**src/rtl/wca_ddc_retune_ctrl_pkg.sv**
```systemverilog
// Shared definitions for the DDC retune controller: sequencer state
// encoding and default register addresses / timing constants.
package wca_ddc_pkg;

  typedef enum logic [2:0] {
    IDLE,
    QUIESCE,
    WRF,
    WRR,
    CLR,
    SETTLE,
    RUN
  } state_t;

  localparam int IF_FREQ_ADDR_DEF    = 0;
  localparam int DECIM_RATE_ADDR_DEF = 1;
  localparam int MIN_RATE_DEF        = 2;
  localparam int QUIESCE_CYC_DEF     = 16;
  localparam int ACLR_CYC_DEF        = 4;
  localparam int SETTLE_SAMPLES_DEF  = 32;
  localparam int TIMEOUT_CYC_DEF     = 65535;

endpackage

```
**src/rtl/wca_ddc_retune_ctrl_if.sv**
```systemverilog
// Bus bundles used by the retune controller.
//   wca_req_if  : host retune request (valid/ready, freq, rate, bypass flags)
//   wca_rbus_if : byte-wide register write bus toward the DDC
interface wca_req_if;
  logic        valid;
  logic        ready;
  logic [31:0] freq;
  logic [12:0] rate;
  logic [3:0]  flags;

  modport master (output valid, freq, rate, flags, input ready);
  modport slave  (input valid, freq, rate, flags, output ready);
endinterface

interface wca_rbus_if;
  logic [7:0] addr;
  logic [7:0] data;
  logic       strobe;

  modport master (output addr, data, strobe);
  modport slave  (input addr, data, strobe);
endinterface

```
**src/rtl/wca_rbus_byte_writer.sv**
```systemverilog
// Serialises an N-byte word (LS byte first) into addressed byte strobes.
// While en is high a strobe is issued every other cycle (strobe, idle, ...);
// done pulses on the idle cycle after the last byte.
// Ports: clock, reset (async active-low), en, nbytes (1..4), addr, word,
//        wr_addr/wr_data/wr_strobe (register bus), done.
module wca_rbus_byte_writer (
  input  logic        clock,
  input  logic        reset,
  input  logic        en,
  input  logic [2:0]  nbytes,
  input  logic [7:0]  addr,
  input  logic [31:0] word,
  output logic [7:0]  wr_addr,
  output logic [7:0]  wr_data,
  output logic        wr_strobe,
  output logic        done
);

  logic [1:0] idx;
  logic       phase;
  logic       last;

  assign last      = ({1'b0, idx} == (nbytes - 3'd1));
  assign done      = en & phase & last;
  assign wr_strobe = en & ~phase;
  // Address/data stay on the current byte across its strobe and idle cycle.
  assign wr_addr   = en ? addr : '0;
  assign wr_data   = en ? word[{idx, 3'b000} +: 8] : '0;

  // Restart on done so back-to-back words (WRF then WRR) begin at byte 0.
  always_ff @(posedge clock or negedge reset) begin
    if (!reset) begin
      idx   <= '0;
      phase <= 1'b0;
    end else if (!en || done) begin
      idx   <= '0;
      phase <= 1'b0;
    end else begin
      phase <= ~phase;
      if (phase) idx <= idx + 2'd1;
    end
  end

endmodule

```
**src/rtl/wca_ddc_retune_ctrl.sv**
```systemverilog
// Run-time DDC retune sequencer. Accepts a retune request, disables the DDC,
// writes the IF frequency word and decimation rate as byte writes, pulses the
// DDC state clear, discards settling samples and then re-enables the output.
// Ports: clock, reset (async active-low), req (request handshake, slave),
//        rbus (register byte bus, master), ddc_enable, ddc_aclr, ddc_cfgflags,
//        ddc_strobe (raw DDC strobe), out_strobe (gated), busy, err_rate,
//        err_timeout (sticky until reset).
//
// state   | meaning
// IDLE    | after reset, DDC disabled, waiting for first request
// QUIESCE | DDC held disabled before register writes
// WRF     | four byte writes of the IF frequency word
// WRR     | two byte writes of the decimation rate
// CLR     | DDC state clear asserted, bypass flags applied
// SETTLE  | DDC enabled, output strobes discarded
// RUN     | DDC enabled, output strobes forwarded
module wca_ddc_retune_ctrl
  import wca_ddc_pkg::*;
#(
  parameter int IF_FREQ_ADDR    = IF_FREQ_ADDR_DEF,
  parameter int DECIM_RATE_ADDR = DECIM_RATE_ADDR_DEF,
  parameter int QUIESCE_CYC     = QUIESCE_CYC_DEF,
  parameter int ACLR_CYC        = ACLR_CYC_DEF,
  parameter int SETTLE_SAMPLES  = SETTLE_SAMPLES_DEF,
  parameter int TIMEOUT_CYC     = TIMEOUT_CYC_DEF,
  parameter int MIN_RATE        = MIN_RATE_DEF
) (
  input  logic             clock,
  input  logic             reset,
  wca_req_if.slave         req,
  wca_rbus_if.master       rbus,
  output logic             ddc_enable,
  output logic             ddc_aclr,
  output logic [3:0]       ddc_cfgflags,
  input  logic             ddc_strobe,
  output logic             out_strobe,
  output logic             busy,
  output logic             err_rate,
  output logic             err_timeout
);

  state_t      state, state_d;
  logic [15:0] cnt, cnt_d;
  logic [5:0]  samp, samp_d;
  logic        to_set;
  logic [31:0] freq_q;
  logic [12:0] rate_q;
  logic [3:0]  flags_q;
  logic        accept, rate_ok;
  logic        wr_en, wr_done;
  logic        in_wrr;

  assign accept  = req.valid && (state == IDLE || state == RUN);
  assign rate_ok = (req.rate >= 13'(MIN_RATE));
  assign in_wrr  = (state == WRR);
  assign wr_en   = (state == WRF) || in_wrr;

  wca_rbus_byte_writer u_writer (
    .clock     (clock),
    .reset     (reset),
    .en        (wr_en),
    .nbytes    (in_wrr ? 3'd2 : 3'd4),
    .addr      (in_wrr ? 8'(DECIM_RATE_ADDR) : 8'(IF_FREQ_ADDR)),
    .word      (in_wrr ? {19'b0, rate_q} : freq_q),
    .wr_addr   (rbus.addr),
    .wr_data   (rbus.data),
    .wr_strobe (rbus.strobe),
    .done      (wr_done)
  );

  // One down-counter serves the quiesce, clear and settle-timeout intervals;
  // each is loaded with length-1 on entry and the state exits at zero.
  always_comb begin
    state_d = state;
    cnt_d   = cnt;
    samp_d  = samp;
    to_set  = 1'b0;
    case (state)
      IDLE, RUN: begin
        if (accept && rate_ok) begin
          state_d = QUIESCE;
          cnt_d   = 16'(QUIESCE_CYC - 1);
        end
      end
      QUIESCE: begin
        if (cnt == '0) state_d = WRF;
        else           cnt_d   = cnt - 16'd1;
      end
      WRF: begin
        if (wr_done) state_d = WRR;
      end
      WRR: begin
        if (wr_done) begin
          state_d = CLR;
          cnt_d   = 16'(ACLR_CYC - 1);
        end
      end
      CLR: begin
        if (cnt == '0) begin
          state_d = SETTLE;
          cnt_d   = 16'(TIMEOUT_CYC - 1);
          samp_d  = '0;
        end else begin
          cnt_d = cnt - 16'd1;
        end
      end
      SETTLE: begin
        if (ddc_strobe) samp_d = samp + 6'd1;
        // Sample completion wins over a simultaneous timeout.
        if (ddc_strobe && samp == 6'(SETTLE_SAMPLES - 1)) begin
          state_d = RUN;
        end else if (cnt == '0) begin
          state_d = RUN;
          to_set  = 1'b1;
        end else begin
          cnt_d = cnt - 16'd1;
        end
      end
      default: state_d = IDLE;
    endcase
  end

  always_ff @(posedge clock or negedge reset) begin
    if (!reset) begin
      state        <= IDLE;
      cnt          <= '0;
      samp         <= '0;
      freq_q       <= '0;
      rate_q       <= '0;
      flags_q      <= '0;
      ddc_cfgflags <= '0;
      err_rate     <= 1'b0;
      err_timeout  <= 1'b0;
    end else begin
      state <= state_d;
      cnt   <= cnt_d;
      samp  <= samp_d;
      if (accept && rate_ok) begin
        freq_q  <= req.freq;
        rate_q  <= req.rate;
        flags_q <= req.flags;
      end
      if (accept && !rate_ok) err_rate <= 1'b1;
      if (to_set)             err_timeout <= 1'b1;
      if (in_wrr && wr_done)  ddc_cfgflags <= flags_q;
    end
  end

  assign req.ready  = accept;
  assign ddc_enable = (state == RUN) || (state == SETTLE);
  assign ddc_aclr   = (state == CLR);
  assign out_strobe = (state == RUN) && ddc_strobe;
  assign busy       = (state != IDLE) && (state != RUN);

endmodule

```
**src/flat_wrapper.sv**
```systemverilog
// flat-port wrapper written by rule: the top's interface ports become plain ports
module wca_ddc_retune_ctrl_flat import wca_ddc_pkg::*;
#(
  parameter int IF_FREQ_ADDR    = IF_FREQ_ADDR_DEF,
  parameter int DECIM_RATE_ADDR = DECIM_RATE_ADDR_DEF,
  parameter int QUIESCE_CYC     = QUIESCE_CYC_DEF,
  parameter int ACLR_CYC        = ACLR_CYC_DEF,
  parameter int SETTLE_SAMPLES  = SETTLE_SAMPLES_DEF,
  parameter int TIMEOUT_CYC     = TIMEOUT_CYC_DEF,
  parameter int MIN_RATE        = MIN_RATE_DEF
)
  (clock, reset, ddc_enable, ddc_aclr, ddc_cfgflags, ddc_strobe, out_strobe, busy, err_rate, err_timeout, req_valid, req_freq, req_rate, req_flags, req_ready, rbus_addr, rbus_data, rbus_strobe);
  wca_req_if req_i ();
  wca_rbus_if rbus_i ();
  input  logic clock;
  input  logic reset;
  output logic ddc_enable;
  output logic ddc_aclr;
  output logic [3:0] ddc_cfgflags;
  input  logic ddc_strobe;
  output logic out_strobe;
  output logic busy;
  output logic err_rate;
  output logic err_timeout;
  input wire logic [$bits(req_i.valid)-1:0] req_valid;
  input wire logic [$bits(req_i.freq)-1:0] req_freq;
  input wire logic [$bits(req_i.rate)-1:0] req_rate;
  input wire logic [$bits(req_i.flags)-1:0] req_flags;
  output wire logic [$bits(req_i.ready)-1:0] req_ready;
  output wire logic [$bits(rbus_i.addr)-1:0] rbus_addr;
  output wire logic [$bits(rbus_i.data)-1:0] rbus_data;
  output wire logic [$bits(rbus_i.strobe)-1:0] rbus_strobe;
  assign req_i.valid = req_valid;
  assign req_i.freq = req_freq;
  assign req_i.rate = req_rate;
  assign req_i.flags = req_flags;
  assign req_ready = req_i.ready;
  assign rbus_addr = rbus_i.addr;
  assign rbus_data = rbus_i.data;
  assign rbus_strobe = rbus_i.strobe;
  wca_ddc_retune_ctrl #(.IF_FREQ_ADDR(IF_FREQ_ADDR), .DECIM_RATE_ADDR(DECIM_RATE_ADDR), .QUIESCE_CYC(QUIESCE_CYC), .ACLR_CYC(ACLR_CYC), .SETTLE_SAMPLES(SETTLE_SAMPLES), .TIMEOUT_CYC(TIMEOUT_CYC), .MIN_RATE(MIN_RATE)) u_core (.clock(clock), .reset(reset), .req(req_i), .rbus(rbus_i), .ddc_enable(ddc_enable), .ddc_aclr(ddc_aclr), .ddc_cfgflags(ddc_cfgflags), .ddc_strobe(ddc_strobe), .out_strobe(out_strobe), .busy(busy), .err_rate(err_rate), .err_timeout(err_timeout));
endmodule
```
**config.mk**
```make
export PLATFORM = sky130hd
export DESIGN_NAME = wca_ddc_retune_ctrl_flat
export DESIGN_NICKNAME = d
export VERILOG_FILES = /design/src/rtl/wca_ddc_retune_ctrl_pkg.sv /design/src/rtl/wca_ddc_retune_ctrl_if.sv /design/src/rtl/wca_rbus_byte_writer.sv /design/src/rtl/wca_ddc_retune_ctrl.sv /design/src/flat_wrapper.sv
export SDC_FILE = /design/constraint.sdc
export NUM_CORES = 1
export LEC_CHECK = 0
export ABC_AREA = 1
export BUFFER_PORTS_ARGS = -buffer_cell sky130_fd_sc_hd__buf_2
export CORE_MARGIN = 2
export CORE_UTILIZATION = 43
export DETAILED_ROUTE_END_ITERATION = 12
export GPL_TIMING_DRIVEN = 0
export PLACE_DENSITY = 0.67
export SETUP_SLACK_MARGIN = 0.3
export SLEW_MARGIN = 20
export SYNTH_ARGS = -nofsm -noshare
export SYNTH_HDL_FRONTEND = slang
export SYNTH_SLANG_ARGS = --single-unit
```
**constraint.sdc**
```tcl
create_clock -name clock -period 5.1 [get_ports clock]
set_input_delay 0.51 -clock clock [delete_from_list [all_inputs] [get_ports clock]]
set_output_delay 0.51 -clock clock [all_outputs]
set_load 0.1 [all_outputs]
```
==> metrics.cfg, run 1 <==
[outcome]
status=finished clean

[critical_path]
crit_fanout=10
cp-end-kind=primary output
critPathArrivalTime_ns=2.56
worstPathRequired_ns=4.59
crit_type=reg -> out
worstSetupStartpointType=flip-flop

[cts]
cts_hold_buf=0
cts_sinks=83
clockRootBuffer=clkbuf_8
insertion_delay_ns=0.35
cts.htree.levels=3
numCtsBuffers=9
post_cts_buffers=0
cts_tree=yes
cts_resized=0
cts_max_path_buffers=2
clk_pin_slew_ns=0.09

[grt]
track_usage_pct=20.3
grt_max_degree=51
grt.overflow.total=0
grt_pass1_vias=3927
antenna_found_initial=0
grt_first_pass_wirelength_um=18700

[yosys]
ys_seq_area_share_pct=43.5
synth_edf_count=0
synthArstFlopShare_pct=100
synthCells=549
ys_seq_elements=83
synth_area_leaders=dfrtp_1, nand2_1, mux2_4, nor2_1, nand3_1
synth.distinct_cells=40
ys_warn_count=0
synthTopCellsByCount=nand2_1, dfrtp_1, nor2_1
synth_most_common_cell=nand2_1
ys.flop_type=dfrtp_1
synth_top_area_share_pct=43.5
synth_area_leader_cell=dfrtp_1
avgSynthCellArea_um2=8.70
syn-cell-area_um2=4780

[route]
postRouteAntennaNets=0
drt_first_iter_violations=204
wl_met3_um=558
drt_wl_total_um=11300
top_layer=met4
wl_met1_um=5100
post-route-drc-count=0
met2_length_um=5510
vias_per_cell=4.99
firstDrtPassIters=4
dr_total_vias=3921
wl_per_cell_um=14.5

[sta]
clock.fmax_mhz=326
max_slew_margin_pct=59.7
fin_crit_ns=3.07
setup_viol=0
slew_violations=0
fin_ws_ns=2.03
final_hold_viol_count=0
finalCritPeriodShare_pct=60.2
finClkSkew_ns=0.00771
tns_ns=0
grt_setup_unrepaired=no
tightest_slew_ns=0.602
holdWs_ns=0.0975

[pwr]
finalPower_w=0.00423
leakage_nw=3.06
ir_drop_mv=0.601
power_density_nw_per_um2=759

[placed_design]
place_hpwl_um=8660
gp_congestion=0.958
dp_slack_ns=2.44
placed_area_um2=5370
port_buffers=73

[die]
die_area_um2=12000
rows=38
start_util_pct=44.1
ios=81
dieHeight_um=109
fp.coreArea_um2=10800
dieWidth_um=109

[final_layout]
final_layout_size_suffix_gt1_share_pct=26.7
n_antenna_cell=0
stdcell_area_um2=5570
fin_nets=696
area_growth_pct=16.6

[worst_hold_path]
hp-class=in -> async

[flow_run]
maxCapViolations=0

==> sequential cells by signal, summed over array words and instances (netlist names) <==
| name | flops |
|---|---|
| u_core.ddc_cfgflags | 4 |
| u_core.flags_q | 4 |
| u_core.rate_q | 13 |
| u_core.cnt | 16 |
| u_core.freq_q | 32 |
| u_core.samp | 6 |
| u_core.u_writer.idx | 2 |
| u_core.u_writer.phase | 1 |
| u_core.err_rate | 1 |
| u_core.state | 3 |
| u_core.err_timeout | 1 |
==> worst max-delay path, stage by stage, from the launching register on <==
cell	delay, ns
dfrtp_1	0.48
buf_4	0.23
nand2_1	0.16
inv_1	0.14
nand2_1	0.20
a21oi_1	0.22
o21ai_0	0.12
a31oi_1	0.19
buf_2	0.46
==> cell usage in the layout, fill, tap and decap left out, drive strengths merged, types with 2 or more instances in the layout <==
cell    synthesis  routed
o22ai           2       2
ha              3       3
nor3            5       5
dfrtp          83      83
buf            17      91
clkinv          1       5
nand4          20      20
nand3          33      33
a21oi          13      13
nor2           60      60
o21ai          17      17
clkbuf          6      16
inv            43      44
nand2         175     175
o211a           4       4
xor2            4       4
a31oi           2       2
o211ai          3       3
xnor2           2       2
mux2           49      49
conb            1       7
==> power breakdown <==
| group | switching (W) | leakage [nW] | internal (W) |
|---|---|---|---|
| Combinational | 0.00166 | 1.91 | 0.000889 |
| Clock | 0.000246 | 0.106 | 0.000240 |
| Sequential | 0.000234 | 1.03 | 0.000961 |
==> through the flow <==
step | std cells | utilization (%)
floorplan | 555 | -
global placement | 768 | 49.3
detailed placement | 769 | 49.5
CTS | 785 | 51.4
global route | 785 | 51.4
finish | 785 | 51.4
==> worst paths after layout <==
path	startpoint	endpoint	slack (ns)	cells after the start
worst max-delay path	u_core.state[1]$_DFFE_PN0P_	rbus_data[0]	2.03	8
worst min-delay path	reset	u_core.cnt[7]$_DFFE_PN0P_	0.1	1
worst min register to register	u_core.err_timeout$_DFFE_PN0P_	u_core.err_timeout$_DFFE_PN0P_	0.48	1
max in group asynchronous	reset	u_core.cnt[11]$_DFFE_PN0P_	4.39	2
min in group clock	req_freq[4]	u_core.freq_q[4]$_DFFE_PN0P_	0.38	2
worst max register to register	u_core.state[2]$_DFFE_PN0P_	u_core.cnt[12]$_DFFE_PN0P_	3.04	9
==> routing by layer <==
metal | vias up | global-route usage, %
li1 | 1983 | -
met5 | - | 0
met3 | 13 | 4.39
met2 | 92 | 34.2
met1 | 1833 | 25.5
met4 | 0 | 7.41
==> layout make-up <==
cell class	instances	area, µm²
Multi-Input combinational cell	405	2390
Fill cell	995	5270
Tap cell	140	175
Buffer	23	171
Sequential cell	83	2080
Clock inverter	6	62.6
Inverter	44	165
Timing Repair Buffer	74	395
Clock buffer	10	138
==> cell families after synthesis <==
kind of cell | after synthesis | synth area share, %
and+or+nand+nor | 295 | 26.5
DFF | 83 | 43.5
buffers and inverters | 67 | 7.05
muxes | 49 | 14.8
AOI/OAI and AO/OA | 45 | 6.23
xor gates and xnor gates | 6 | 1.10
adders and majority gates | 3 | 0.786
other | 1 | 0.0785
Power figures use the tool's default switching activity.
==> run 2, diff against run 1 <==
==> constraint.sdc (replaced) <==
create_clock -name clock -period 3.15 [get_ports clock]
set_input_delay 0.315 -clock clock [delete_from_list [all_inputs] [get_ports clock]]
set_output_delay 0.315 -clock clock [all_outputs]
set_load 0.1 [all_outputs]
==> run 2 against run 1 <==
  * Sequential share of layout area fell by 0.21 points
  * Critical path depth is the same
  * Sequential cell count unchanged
  * Largest power group unchanged
  * Critical endpoint is now rbus_data[7]
  * Register-to-register slack got worse by 1.9 ns
  * Total power rose by 64%
  * Largest cell class unchanged
  * Clock-buffer cell count fell by 1
  * Clock skew rose by 0.00093 ns
  * Critical path type unchanged
  * Die area is the same
  * Core utilization increased by 0.32 points
  * Design area grew 0.63%
  * Highest routed layer unchanged
==> metrics.cfg, run 2 (synthesis gave the netlist of run 1 again) <==
[critical_path]
crit_type=reg -> out
critPathTopFamily=buffers and inverters
worstSetupStartpointType=flip-flop
cp-end-kind=primary output
cp_slowest_cell=buf_2
critPathArrivalTime_ns=2.42  ; -0.14 ns
worst-path-buf-inv=4  ; +1
path_cells=clkbuf_1 -> clkinv_1 -> nor2_1 -> o211ai_1 -> o311ai_0 -> nand2_1 -> inv_1 -> buf_2
worstPathRequired_ns=2.83  ; -1.76 ns
cpPeakStageDelay_ns=0.42  ; -0.06 ns
crit_fanout=9  ; -1

[sta]
finalCritPeriodShare_pct=86.7
clock.fmax_mhz=366
final_hold_viol_count=0  ; unchanged
setup_viol=0  ; unchanged
slew_violations=0  ; unchanged
finClkSkew_ns=0.00864  ; +0.000931 ns
tns_ns=0  ; unchanged
tightest_slew_ns=0.599  ; -0.00271 ns
grt_setup_unrepaired=yes
max_slew_margin_pct=60.0  ; +0.33 points
fin_crit_ns=2.73

[final_layout]
final_layout_size_suffix_gt1_share_pct=27.4  ; +0.73 points
n_antenna_cell=0  ; unchanged
final_cell_mix=nand2_1, dfrtp_1, buf_2
reg.largest.list=u_core.freq_q (32), u_core.cnt (16), u_core.rate_q (13)
top_register=u_core.freq_q
largest_reg_flops=32  ; unchanged
fillers=1029  ; +3.4%
area_growth_pct=17.3
final_common_cell=nand2_1
fin_nets=697  ; +0.14%

[die]
rows=38  ; unchanged
die_area_um2=12000  ; unchanged
dieHeight_um=109  ; unchanged
start_util_pct=44.1  ; unchanged
ios=81  ; unchanged
dieWidth_um=109  ; unchanged
fp.coreArea_um2=10800  ; unchanged

[route]
wl_per_cell_um=14.5  ; +0.34%
drt_wl_total_um=11400  ; +0.47%
drt_first_iter_violations=180  ; -12%
dr_total_vias=4006  ; +2.2%
postRouteAntennaNets=0  ; unchanged
vias_per_cell=5.10  ; +2.0%
firstDrtPassIters=5  ; +1
post-route-drc-count=0  ; unchanged

[placed_design]
gp_congestion=0.942  ; -1.6%
place_hpwl_um=8680  ; +0.18%
port_buffers=73  ; unchanged

[grt]
antenna_found_initial=0  ; unchanged
grt_first_pass_wirelength_um=19000  ; +1.6%
grt_pass1_vias=4027  ; +2.5%
track_usage_pct=20.6  ; +0.29 points
grt.overflow.total=0  ; unchanged
grt_max_degree=47  ; -7.8%

[worst_hold_path]
hp-class=in -> reg

[flow_run]
maxCapViolations=0  ; unchanged

[cts]
clockRootBuffer=clkbuf_8
cts_sinks=83  ; unchanged
cts.htree.levels=3  ; unchanged
numCtsBuffers=9  ; unchanged
clk_pin_slew_ns=0.09  ; about the same
post_cts_buffers=0  ; unchanged
cts_max_path_buffers=2  ; unchanged
insertion_delay_ns=0.36  ; about the same
cts_tree=yes

[pwr]
switching_power_w=0.00352  ; +64%
power_density_nw_per_um2=1240  ; +63%
seqPwrFrac_pct=28.1  ; -0.2 points
clkPwrFrac_pct=11.3  ; -0.2 points
switching_share_pct=50.8  ; +0.21 points
ir_drop_mv=1.23  ; +100%
p_comb_share_pct=60.5  ; +0.2 points
p_int_w=0.00341  ; +63%
leakage_nw=3.04  ; -0.38%
finalPower_w=0.00692  ; +64%

[outcome]
status=finished clean

-- run 2: changes by cell type in the layout (fill, tap and decap cells not counted), moves of 2 or more --
cell        previous run  this run
clkinvlp_4             0         3
clkbuf_4               0         2
clkinv_2               3         1
buf_2                 74        70
-- run 2: routing by layer --
| layer | up-vias | track usage (%) | part of all wire [%] | routed length, µm |
|---|---|---|---|---|
| li1 | 1967 | - | - | - |
| met1 | 1904 | 26.2 | 45 | 5100 |
| met2 | 114 | 34.7 | 48 | 5500 |
| met3 | 21 | 3.97 | 5.3 | 602 |
| met4 | 0 | 7.59 | 1.7 | 198 |
| met5 | - | 0 | 0 | 0 |
-- run 2: path summary, 6_finish.rpt --
check                                              startpoint                       endpoint  slack [ns]  depth (start not counted)
max in group asynchronous                               reset    u_core.state[1]$_DFFE_PN0P_        2.02                          3
hold reg to reg                   u_core.err_rate$_DFFE_PN0P_    u_core.err_rate$_DFFE_PN0P_        0.48                          1
hold / removal                                   req_flags[0]  u_core.flags_q[0]$_DFFE_PN0P_        0.17                          2
setup reg to reg                  u_core.state[2]$_DFFE_PN0P_     u_core.cnt[12]$_DFFE_PN0P_        1.11                          9
min in group asynchronous                               reset      u_core.cnt[8]$_DFFE_PN0P_        0.49                          2
setup / recovery           u_core.u_writer.idx[1]$_DFFE_PN0N_                   rbus_data[7]        0.42                          8
-- run 2: layout make-up --
type | count | area (µm²) | share of cell area [%]
Clock buffer | 9 | 124 | 2.21
Inverter | 44 | 165 | 2.95
Tap cell | 140 | 175 | 3.12
Buffer | 23 | 171 | 3.06
Multi-Input combinational cell | 405 | 2400 | 42.9
Timing Repair Buffer | 75 | 412 | 7.34
Sequential cell | 83 | 2080 | 37.1
Clock inverter | 7 | 75.1 | 1.34
-- run 2: worst reg2reg max path, stage by stage (launching register included) --
cell	delay, ns
dfrtp_1	0.48
nor2_1	0.26
nand2_1	0.15
a21oi_4	0.17
nand2_2	0.10
a21oi_4	0.34
nand2_4	0.13
buf_6	0.17
nand2_1	0.06
nand2_1	0.06
-- run 2: stage by stage --
step / setup slack (ns) / instance area (µm²) / std cells / util [%] / hold WS (ns)
global placement: 0.592 / 5360 / 768 / 49.4 / 0.465
floorplan: 0.308 / 4820 / 555 / - / 0.0194
global route: 0.240 / 5610 / 786 / 51.7 / 0.150
finish: 0.419 / 5610 / 786 / 51.7 / 0.171
detailed placement: 0.599 / 5380 / 769 / 49.6 / 0.363
CTS: 0.305 / 5590 / 786 / 51.6 / 0.147
-- run 2: what timing repair did --
action,in CTS,in global routing
hold endpoints to repair,45,0
setup endpoints to repair,1,8
resized for setup,1,7
hold buffers,1,0
-- run 2: power by group through the flow --
stage	clock, W	combinational (W)	sequential [W]
after floorplan	0	0.00336	0.00190
after global placement	0	0.00409	0.00194
after detailed placement	0	0.00415	0.00196
after CTS	0.000806	0.00417	0.00195
after global routing	0.000841	0.00457	0.00201
final	0.000783	0.00419	0.00195
